### src/rtl/io_tile_cfg_if.sv
// io_tile_cfg_if: serial config chain plus pad/lane data bundle for io_tile_cfg
interface io_tile_cfg_if #(parameter int IO_PAIRS = 4, parameter int IC_PAIRS = 10);
  logic config_in;
  logic config_out;
  logic config_enable;
  logic [IO_PAIRS-1:0] data_from_io;
  logic [IO_PAIRS-1:0] data_to_io;
  logic [IO_PAIRS-1:0] data_oe_to_io;
  logic [IC_PAIRS-1:0] data_from_ic;
  logic [IC_PAIRS-1:0] data_to_ic;
  modport master (
    output config_in, config_enable, data_from_io, data_from_ic,
    input  config_out, data_to_io, data_oe_to_io, data_to_ic
  );
  modport slave (
    input  config_in, config_enable, data_from_io, data_from_ic,
    output config_out, data_to_io, data_oe_to_io, data_to_ic
  );
endinterface

### src/rtl/io_tile_cfg.sv
// io_tile_cfg: serially configured pad/lane IO tile (clock, config_nreset, bus: chain + pad/lane data); IOTILE_SYNC_EN adds 2-flop pad synchronisers
module io_tile_cfg #(
  parameter int IO_PAIRS = 4,
  parameter int IC_PAIRS = 10
) (
  input logic clock,
  input logic config_nreset,
  io_tile_cfg_if.slave bus
);
  localparam int ICW = IC_PAIRS > 1 ? $clog2(IC_PAIRS) : 1;
  localparam int IOW = IO_PAIRS > 1 ? $clog2(IO_PAIRS) : 1;
  localparam int PIN_W = 5 + 2 * ICW;
  localparam int LANE_W = 1 + IOW;
  localparam int CFG_BITS = IO_PAIRS * PIN_W + IC_PAIRS * LANE_W;
  logic [CFG_BITS-1:0] cfg_q, cfg_d;
  logic [IO_PAIRS-1:0] in_q, in_d, out_q, out_d, oe_q, oe_d;
  logic [IO_PAIRS-1:0] pad, pin_in, io_c, oe_c, io_o, oe_o;
  logic [IC_PAIRS-1:0] ic_o;
  logic en;
  assign en = bus.config_enable;
`ifdef IOTILE_SYNC_EN
  logic [IO_PAIRS-1:0] s1_q, s1_d, s2_q, s2_d;
  always_comb begin
    s1_d = en ? s1_q : bus.data_from_io;
    s2_d = en ? s2_q : s1_q;
  end
  always_ff @(posedge clock or negedge config_nreset) begin
    if (!config_nreset) begin
      s1_q <= '0;
      s2_q <= '0;
    end else begin
      s1_q <= s1_d;
      s2_q <= s2_d;
    end
  end
  assign pad = s2_q;
`else
  assign pad = bus.data_from_io;
`endif
  always_comb begin
    logic [PIN_W-1:0] f;
    f = '0;
    pin_in = '0;
    io_c = '0;
    oe_c = '0;
    io_o = '0;
    oe_o = '0;
    for (int k = 0; k < IO_PAIRS; k++) begin
      f = cfg_q[k*PIN_W +: PIN_W];
      pin_in[k] = f[0] & (f[2] ? in_q[k] : pad[k]);
      io_c[k] = f[1] & ((int'(f[5 +: ICW]) < IC_PAIRS ? bus.data_from_ic[f[5 +: ICW]] : 1'b0) ^ f[4]);
      oe_c[k] = f[1] & (f[0] ? (int'(f[5+ICW +: ICW]) < IC_PAIRS ? bus.data_from_ic[f[5+ICW +: ICW]] : 1'b0) : 1'b1);
      io_o[k] = !en & (f[3] ? out_q[k] : io_c[k]);
      oe_o[k] = !en & (f[3] ? oe_q[k] : oe_c[k]);
    end
  end
  always_comb begin
    logic [LANE_W-1:0] l;
    l = '0;
    ic_o = '0;
    for (int j = 0; j < IC_PAIRS; j++) begin
      l = cfg_q[IO_PAIRS*PIN_W + j*LANE_W +: LANE_W];
      ic_o[j] = !en & l[0] & (int'(l[LANE_W-1:1]) < IO_PAIRS ? pin_in[l[LANE_W-1:1]] : 1'b0);
    end
  end
  always_comb begin
    cfg_d = en ? {cfg_q[CFG_BITS-2:0], bus.config_in} : cfg_q;
    in_d = en ? in_q : pad;
    out_d = en ? out_q : io_c;
    oe_d = en ? oe_q : oe_c;
  end
  always_ff @(posedge clock or negedge config_nreset) begin
    if (!config_nreset) begin
      cfg_q <= '0;
      in_q <= '0;
      out_q <= '0;
      oe_q <= '0;
    end else begin
      cfg_q <= cfg_d;
      in_q <= in_d;
      out_q <= out_d;
      oe_q <= oe_d;
    end
  end
  assign bus.config_out = cfg_q[CFG_BITS-1];
  assign bus.data_to_io = io_o;
  assign bus.data_oe_to_io = oe_o;
  assign bus.data_to_ic = ic_o;
endmodule

### src/flat_wrapper.sv
// flat-port wrapper written by rule: the top's interface ports become plain ports
module io_tile_cfg_flat 
#(
  parameter int IO_PAIRS = 4,
  parameter int IC_PAIRS = 10
)
  (clock, config_nreset, bus_config_in, bus_config_enable, bus_data_from_io, bus_data_from_ic, bus_config_out, bus_data_to_io, bus_data_oe_to_io, bus_data_to_ic);
  io_tile_cfg_if #(.IO_PAIRS(IO_PAIRS), .IC_PAIRS(IC_PAIRS)) bus_i ();
  input logic clock;
  input logic config_nreset;
  input wire logic [$bits(bus_i.config_in)-1:0] bus_config_in;
  input wire logic [$bits(bus_i.config_enable)-1:0] bus_config_enable;
  input wire logic [$bits(bus_i.data_from_io)-1:0] bus_data_from_io;
  input wire logic [$bits(bus_i.data_from_ic)-1:0] bus_data_from_ic;
  output wire logic [$bits(bus_i.config_out)-1:0] bus_config_out;
  output wire logic [$bits(bus_i.data_to_io)-1:0] bus_data_to_io;
  output wire logic [$bits(bus_i.data_oe_to_io)-1:0] bus_data_oe_to_io;
  output wire logic [$bits(bus_i.data_to_ic)-1:0] bus_data_to_ic;
  assign bus_i.config_in = bus_config_in;
  assign bus_i.config_enable = bus_config_enable;
  assign bus_i.data_from_io = bus_data_from_io;
  assign bus_i.data_from_ic = bus_data_from_ic;
  assign bus_config_out = bus_i.config_out;
  assign bus_data_to_io = bus_i.data_to_io;
  assign bus_data_oe_to_io = bus_i.data_oe_to_io;
  assign bus_data_to_ic = bus_i.data_to_ic;
  io_tile_cfg #(.IO_PAIRS(IO_PAIRS), .IC_PAIRS(IC_PAIRS)) u_core (.clock(clock), .config_nreset(config_nreset), .bus(bus_i));
endmodule
### config.mk
export PLATFORM = sky130hd
export DESIGN_NAME = io_tile_cfg_flat
export DESIGN_NICKNAME = d
export VERILOG_FILES = /design/src/rtl/io_tile_cfg_if.sv /design/src/rtl/io_tile_cfg.sv /design/src/flat_wrapper.sv
export SDC_FILE = /design/constraint.sdc
export NUM_CORES = 1
export LEC_CHECK = 0
export BUFFER_PORTS_ARGS = -buffer_cell sky130_fd_sc_hd__buf_4
export CORE_MARGIN = 5
export CORE_UTILIZATION = 24
export CTS_BUF_LIST = sky130_fd_sc_hd__clkbuf_8
export DETAILED_ROUTE_END_ITERATION = 12
export PLACE_DENSITY_LB_ADDON = 0.12
export SLEW_MARGIN = 10
export SYNTH_ARGS = -nofsm -noshare
export SYNTH_HDL_FRONTEND = slang
export SYNTH_SLANG_ARGS = --single-unit
### constraint.sdc
create_clock -name clock -period 2.3 [get_ports clock]
set_input_delay 0.345 -clock clock [delete_from_list [all_inputs] [get_ports clock]]
set_output_delay 0.345 -clock clock [all_outputs]
set_load 0.005 [all_outputs]
## Word level (Yosys, flattened, before mapping)

Cells that the tools add are included.
Widths: inputs -> output; s select.

| word-level totals | value |
|---|---|
| flip-flop bits (word level) | 94 |
| bits in latches | 0 |
| memory bits (writable) | 0 |
| memory bits (read-only) | 0 |
| bits of input ports | 18 |
| output and inout port bits | 19 |
| logic and storage cells | 135 |
| memories | 0 |

| operators by class | value |
|---|---|
| add/sub/neg operators | 0 |
| multipliers | 0 |
| divide/modulo/power cells | 0 |
| magnitude comparators | 26 |
| eq/ne operators | 0 |
| shifts and indexed selects | 0 |
| mux-type cells | 60 |
| bitwise logic cells | 44 |
| reductions and logical operators | 1 |

Operators by type and width:

| kind | number |
|---|---|
| $mux 1 | 42 |
| $and 1x1->1 | 40 |
| $lt 4x5->1 const B | 8 |
| $bmux 1 s4 | 8 |
| $lt 4x4->1 const B | 8 |
| $lt 2x3->1 const B | 10 |
| $bmux 1 s2 | 10 |
| $xor 1x1->1 | 4 |
| $logic_not 1->1 | 1 |

## Depth between registers and ports, before layout

Gate-level depths: netlist of run 1.

| depth | value |
|---|---|
| word-level depth | 7 |
| mapped depth | 6 |
| mapped depth without buffers | 4 |

## Least setup slack after synthesis of run 1

No wires, ideal clock.

| timing | value |
|---|---|
| kind | register to output |
| start point | reg u_core.cfg_q[5] |
| end point | out bus_data_to_io[0] |
| arrival | 1.766 ns |
| setup slack | 0.189 ns |
| stages on the path, launching flop included | 6 |
| path buffers | 1 |
| cells stage by stage | dfrtp_1 > buf_6 > mux4_2 > nor3b_1 > or3_1 > o311ai_1 |

| between the ends | value |
|---|---|
| longest elaborated chain between the ends | 7 |
| elaborated cells on any way between the ends | 8 |

Ends and longest elaborated chain:

| what | line | RTL |
|---|---|---|
| from (decl) | io_tile_cfg.sv:15 | `logic [CFG_BITS-1:0] cfg_q, cfg_d;` |
| from (signal assigned) | io_tile_cfg.sv:79 | `cfg_q <= cfg_d;` |
| $bmux 1 s4 | io_tile_cfg.sv:51 | `io_c[k] = f[1] & ((int'(f[5 +: ICW]) < IC_PAIRS ? bus.data_from_ic[f[5 +: ICW]] : 1'b0) ^ f[4]);` |
| $mux 1 (not written as such) | io_tile_cfg.sv:51 |  |
| $mux 1 * | io_tile_cfg.sv:51 |  |
| $xor 1x1->1 * | io_tile_cfg.sv:51 |  |
| $and 1x1->1 * | io_tile_cfg.sv:51 |  |
| $mux 1 * | io_tile_cfg.sv:53 | `io_o[k] = !en & (f[3] ? out_q[k] : io_c[k]);` |
| $and 1x1->1 * | io_tile_cfg.sv:53 |  |
| to (decl) | flat_wrapper.sv:16 | `output wire logic [$bits(bus_i.data_to_io)-1:0] bus_data_to_io;` |

Mark *: on every way between the ends. The rest lies on a longest branch, timed or not. The select of a mux whose other input is x is not followed.

## Worst setup path after layout of run 1

| timing | value |
|---|---|
| start point | reg u_core.cfg_q[44] |
| end point | out bus_data_to_io[3] |

The elaborated chain is that of the path after synthesis.

==> metrics.md, run 1 <==
| Metric | Value |
|---|---|
| Post-synthesis register bit count | 94 |
| Pre-antenna DRT Iters | 4 |
| Die H | 154 µm |
| Fin. Hold Viols | 0 |
| Fin Setup TNS | -1040 ps |
| Clk root buf | clkbuf_8 |
| Cell Area, Synth | 4940 µm² |
| Worst path arrival time | 2280 ps |
| Die area | 23600 µm² |
| Maxcap violations | 0 |
| Layout cell share with drive strength beyond 1 | 45.7% |
| Layout Area Growth over Synthesis | 27.4% |
| Final setup violation count | 4 |
| Syn. warnings | 0 |
| Worst Tran Pin Value | 570 ps |
| RSZ-0062 raised after global routing | yes |
| GRT Util Overall | 11.0% |
| Syn_area_per_cell | 11.8 µm² |
| First-pass GRT wire length | 20500 µm |
| CTS tree | yes |
| Hpwl dp | 8690 µm |
| Starting density of the core | 24.4% |
| Clock Pin Slew Worst Setup and Hold Paths | 110 ps |
| Clock skew | 10.3 ps |
| Post-DR vias/cell | 4.66 |
| Clk sinks | 94 |
| Hold Crit Class | input pin to flip-flop |
| Fin Hold WS | 197 ps |
| Pleak | 2.75 nW |
| Die X | 154 µm |
| CP Data Required Time | 1960 ps |
| Via count | 3564 |
| DRT Wirelength | 13100 µm |
| Gate Count Post-Synth | 420 |
| Inserted Clock Buffers | 9 |
| I/O pin total | 37 |
| Fmax | 0.381 GHz |
| Port bufs | 36 |
| Final Non-Filler Cells | 764 |
| Period minus WS final | 2620 ps |
| H-tree Lvls | 3 |
| Vias in the first global route | 3615 |
| Capturing element type of the critical path | output port |
| Fin crit share | 114% |
| DR iter-0 viols | 108 |
| Critical path launch point type | flip-flop |
| Max FO, Critical Path | 3 |
| WL/cell | 17.1 µm |
| Max Slew Vio Count | 0 |
| Placed Instances | 732 |
| Post-route ant nets | 0 |
| Initial antenna violation count | 0 |
| Largest net degree at the start of global routing | 39 |
| Core area | 20200 µm² |
| Clk Latency, worst-skew pair | 380 ps |
| Register area share after synthesis | 47.6% |
| Final net count | 507 |
| # diodes | 0 |
| Status | finished with violations |
| Failing checks | negative setup slack |
| Congestion Overflow GR | 0 |
| Rel. slew slack | 61.5% |
| Residual DRC | 0 |
| Clk buf depth | 2 |
| Syn_nets | 438 |
| Critical path type | flip-flop to output port |
| VDD IR max | 0.331 mV |
| PD cells | 899 nW/µm² |
| RD Place Congestion | 0.744 |
| Setup ws final | -323 ps |
| Rows | 52 |
| Post-synth cell types | 29 |
## logic make-up after synthesis
logic type | count (synthesis) | synth area share (%)
flip-flops | 94 | 47.6
AO/OA/AOI/OAI | 47 | 6.89
buffers and inverters | 34 | 3.19
AND/OR/NAND/NOR | 134 | 13.5
multiplexers | 111 | 28.8
## registers in the layout, summed over array words and instances, names as in the netlist
register      count
u_core.cfg_q     82
u_core.out_q      4
u_core.in_q       4
u_core.oe_q       4
## timing repair
| action | 4_1_cts | 5_1_grt |
|---|---|---|
| setup buffers | 10 | 2 |
| pin swaps | 12 | 6 |
| endpoints found under the setup margin | 18 | 18 |
| hold endpoints to repair | 35 | 0 |
| cloned | 0 | 3 |
| resized for setup | 42 | 21 |
| hold buffers | 1 | 0 |
## layer usage
metal | vias to the layer above | track usage, % | routed length [µm]
met5 | - | 0 | 0
met4 | 0 | 3.15 | 150
met3 | 11 | 2.98 | 535
met2 | 58 | 17.0 | 6050
met1 | 1815 | 15.2 | 6320
li1 | 1680 | - | -
## area by class of cell
type / instances / area [µm²]
Clock buffer: 9 / 124
Clock inverter: 7 / 57.6
Fill cell: 2050 / 13900
Inverter: 11 / 41.3
Multi-Input combinational cell: 295 / 2750
Sequential cell: 94 / 2360
Tap cell: 270 / 338
Timing Repair Buffer: 78 / 637
## where the power goes
group	switching (mW)	total (mW)	leakage [nW]	internal, mW
clock network	0.670	1.07	0.0824	0.405
logic	0.839	2.00	1.42	1.16
registers	0.524	2.59	1.25	2.07
## synthesized netlist by cell type, drive strengths merged
library cell  number  area [µm²]
a221o              1        10.0
a311oi             4        35.0
a31oi              8        50.1
a32o               2        20.0
buf                6        52.6
clkbuf            17        63.8
dfrtp             94        2350
inv               11        41.3
mux2              69         777
mux2i             24         240
mux4              18         405
nand2             57         214
nand2b            25         156
nand3b             7        52.6
nor2              20        75.1
nor3               8        40.0
nor3b              6        45.0
nor4               1        6.26
nor4b              2        17.5
nor4bb             2        20.0
o21ai             12        60.1
o22ai              2        12.5
o311ai            10        87.6
o31ai              4        30.0
o41ai              4        35.0
or3                4        25.0
or3b               2        17.5
## stage by stage
step	worst slack [ps]	total power [mW]	utilization [%]	area, µm²
2_1_floorplan	189	3.59	-	4940
3_3_place_gp	-84.0	4.18	28.1	5690
3_5_place_dp	-69.2	4.21	28.1	5690
4_1_cts	-378	5.62	30.5	6170
5_1_grt	-452	6.05	31.1	6300
6_report	-323	5.67	31.1	6300
## critical path, stage by stage, from the launching register on
cell      delay (ps)
dfrtp_1          420
buf_6            130
mux2_4           280
a32o_2           280
or3_4            410
o311ai_4         220
buf_4            150
## final timing paths
kind | from | end | slack [ps] | cells past startpoint
max | u_core.cfg_q[44] | bus_data_to_io[3] | -320 | 6
min | bus_config_in | u_core.cfg_q[0] | 200 | 2
max reg2reg | u_core.cfg_q[18] | u_core.out_q[1] | 280 | 5
min reg2reg | u_core.oe_q[1] | u_core.oe_q[1] | 500 | 2
max in group asynchronous | config_nreset | u_core.cfg_q[48] | 1190 | 3
min in group asynchronous | config_nreset | u_core.cfg_q[20] | 490 | 2
## cell usage in the layout (no fill, tap or decap), types with 5 or more instances in the layout
cell type / n
a31oi_1: 8
buf_4: 71
clkbuf_8: 9
dfrtp_1: 91
inv_1: 11
mux2_2: 63
mux2_4: 6
mux2i_1: 24
mux4_2: 18
nand2_1: 53
nand2b_1: 21
nand3b_1: 7
nor2_1: 12
nor2_2: 7
nor3_1: 5
nor3b_1: 5
o21ai_0: 12
o311ai_1: 5
Note: power is estimated with default switching activity, not from simulation.
==> run 2: changes to the inputs <==
--- a/config.mk
+++ b/config.mk
@@ -5,12 +5,12 @@
 export SDC_FILE = /design/constraint.sdc
 export NUM_CORES = 1
 export LEC_CHECK = 0
-export BUFFER_PORTS_ARGS = -buffer_cell sky130_fd_sc_hd__buf_4
 export CORE_MARGIN = 5
 export CORE_UTILIZATION = 24
-export CTS_BUF_LIST = sky130_fd_sc_hd__clkbuf_8
 export DETAILED_ROUTE_END_ITERATION = 12
+export DONT_BUFFER_PORTS = 1
 export PLACE_DENSITY_LB_ADDON = 0.12
+export SETUP_SLACK_MARGIN = 0.05
 export SLEW_MARGIN = 10
 export SYNTH_ARGS = -nofsm -noshare
 export SYNTH_HDL_FRONTEND = slang
==> run 2 against run 1 <==
  * The run ends with negative hold slack, negative setup slack left
  * Total power rose by 1.8%
  * Clock power rose by 47%
  * First-iteration DRC count did not move
  * Via count fell by 7.3%
  * Critical endpoint is now bus_data_to_io[1]
  * Largest power group unchanged
==> metrics.md, run 2 (synthesis gave the netlist of run 1 again) <==
| Metric | Value |
|---|---|
| Pleak | 2.46 nW (-11%) |
| Maxcap violations | 0 (unchanged) |
| Failing checks | negative hold slack, negative setup slack |
| PD cells | 984 nW/µm² (+9.4%) |
| Clock skew | 6.08 ps (-4.18 ps) |
| Fillers | 2076 (+1.3%) |
| Max reg flops | 82 (unchanged) |
| Fin crit share | 112% (-2.3 points) |
| Vias in the first global route | 3336 (-7.7%) |
| Final Cell Area | 5860 µm² (-6.9%) |
| Final net count | 451 (-11%) |
| Largest net degree at the start of global routing | 135 (+250%) |
| Setup ws final | -271 ps (+52.4 ps) |
| Critical path type | flip-flop to output port |
| RSZ-0062 raised after global routing | yes |
| Switching part of the total | 31.5% (-4.3 points) |
| Fin. Hold Viols | 94 (+94) |
| Hold Crit Class | input pin to async pin |
| Worst path arrival time | 2230 ps (-50 ps) |
| Residual DRC | 0 (unchanged) |
| R2r endpoint | u_core.out_q[1] |
| VDD IR max | 0.355 mV (+7.4%) |
| Layout Area Growth over Synthesis | 18.6% |
| H-tree Lvls | 3 (unchanged) |
| Via count | 3305 (-7.3%) |
| Post-layout util | 29.0% (-2.2 points) |
| Pint | 3.95 mW (+8.7%) |
| Max Slew Vio Count | 0 (unchanged) |
| DR iter-0 viols | 108 (unchanged) |
| Die H | 154 µm (unchanged) |
| Congestion Overflow GR | 0 (unchanged) |
| Pre-antenna DRT Iters | 4 (unchanged) |
| Fmax | 0.389 GHz (+2.0%) |
| Clk root buf | clkbuf_16 |
| Status | finished with violations |
| DRT Wirelength | 12000 µm (-8.0%) |
| Gate power share | 28.1% (-7.2 points) |
| CP Buf/Inv Count | 2 (unchanged) |
| Post-route ant nets | 0 (unchanged) |
| Die X | 154 µm (unchanged) |
| CP peak stage delay | 440 ps (+20 ps) |
| Sequential share of power | 44.7% (-1.0 points) |
| Rows | 52 (unchanged) |
| # diodes | 0 (unchanged) |
| Post-DR vias/cell | 4.67 (about the same) |
| Clk Latency, worst-skew pair | 350 ps (-30 ps) |
| Sw Pwr | 1.82 mW (-11%) |
| Capturing element type of the critical path | output port |
| Critical-path cell list | buf_6 -> mux2_4 -> a32o_2 -> or3_4 -> o311ai_2 -> buf_4 |
| Rel. slew slack | 60.9% (-0.55 points) |
| Worst R2R Setup Slack | 260 ps (-20 ps) |
| Initial antenna violation count | 0 (unchanged) |
| GRT Util Overall | 10.3% (-0.68 points) |
| Period minus WS final | 2570 ps (-52.4 ps) |
| Final setup violation count | 4 (unchanged) |
| I/O pin total | 37 (unchanged) |
| R2R depth | 6 (+1) |
| Clk buf depth | 2 (unchanged) |
| Fin Hold WS | -312 ps (-510 ps) |
| Clock power share | 27.2% (+8.2 points) |
| Layout cell share with drive strength beyond 1 | 37.2% (-8.5 points) |
| Hpwl dp | 7390 µm (-15%) |
| Placed cell area | 5270 µm² (-7.4%) |
| Crit Reg-Reg Startpoint | u_core.cfg_q[18] |
| Inserted Clock Buffers | 9 (unchanged) |
| Most common cell after layout, fill and taps aside | dfrtp_1 |
| CP delay by family, top | compound AO/OA/AOI/OAI gates |
| Core area | 20200 µm² (unchanged) |
| Port bufs | 0 (-100%) |
| Clk sinks | 94 (unchanged) |
| CP Data Required Time | 1960 ps (about the same) |
| Die area | 23600 µm² (unchanged) |
| Top reg by flops | u_core.cfg_q |
| Starting density of the core | 24.4% (unchanged) |
| CTS tree | yes |
| WL/cell | 17.0 µm (-0.71%) |
| First-pass GRT wire length | 19200 µm (-6.0%) |
| Critical path launch point type | flip-flop |
| Max FO, Critical Path | 5 (+2) |
| Worst Tran Pin Value | 578 ps (+7.95 ps) |
| Clock Pin Slew Worst Setup and Hold Paths | 70 ps (-40 ps) |
| RD Place Congestion | 0.718 (-3.5%) |
| Commonest non-fill, non-tap cells in the layout | dfrtp_1 (89), mux2_2 (68), nand2_1 (53) |
| Critical-path top delay cell | dfrtp_2 |
[run 2: worst max path at each step]
stage	to	depth (start not counted)	slack, ps	from
floorplan	bus_data_to_io[0]	5	190	u_core.cfg_q[5]
global route	bus_data_to_io[3]	5	-350	u_core.cfg_q[44]
finish	bus_data_to_io[1]	6	-270	u_core.cfg_q[18]
detailed placement	bus_data_to_io[3]	5	20	u_core.cfg_q[44]
CTS	bus_data_to_io[1]	6	-310	u_core.cfg_q[18]
global placement	bus_data_to_io[3]	5	-10	u_core.cfg_q[44]
[run 2: stage by stage]
stage | total power [mW] | instances | setup WS, ps | TNS [ps]
final | 5.77 | 708 | -271 | -804
after global routing | 6.13 | 708 | -352 | -1150
after CTS | 5.67 | 702 | -314 | -989
after floorplan | 3.59 | 420 | 189 | 0
after global placement | 3.90 | 681 | -12.9 | -12.9
after detailed placement | 3.92 | 681 | 15.6 | 0
[run 2: repair_timing]
action | 4_1_cts | 5_1_grt
endpoints found under the hold margin | 94 | 94
pin swaps | 8 | 0
buffers inserted | 5 | 6
setup endpoints to repair | 18 | 18
gates resized for setup | 20 | 23
cloned | 0 | 0
[run 2: layout make-up]
class	instances	area [µm²]	area share (%)
clock buffer	10	239	4.08
clock inverter	6	70.1	1.20
inverter	11	41.3	0.704
multi-input combinational	292	2630	44.8
sequential	94	2360	40.2
tap	270	338	5.76
timing repair buffer	25	191	3.27
[run 2: worst register-to-register path, cell delays in order, from the launching register on]
cell,delay [ps]
dfrtp_2,440
buf_6,130
mux2_4,290
a32o_2,240
or3_4,390
buf_4,140
o311ai_1,300
[run 2: metal layers]
| layer | up-vias | share of wire [%] | track usage (%) |
|---|---|---|---|
| li1 | 1566 | - | - |
| met4 | 0 | 1.3 | 3.03 |
| met3 | 10 | 4.9 | 3.46 |
| met5 | - | 0 | 0 |
| met2 | 41 | 46 | 15.8 |
| met1 | 1688 | 48 | 14.0 |
[run 2: power by group through the flow]
stage	sequential [mW]	clock (mW)	combinational, mW
floorplan	2.39	0	1.20
global placement	2.58	0	1.32
detailed placement	2.59	0	1.33
CTS	2.58	1.64	1.46
global route	2.66	1.69	1.78
finish	2.58	1.57	1.62
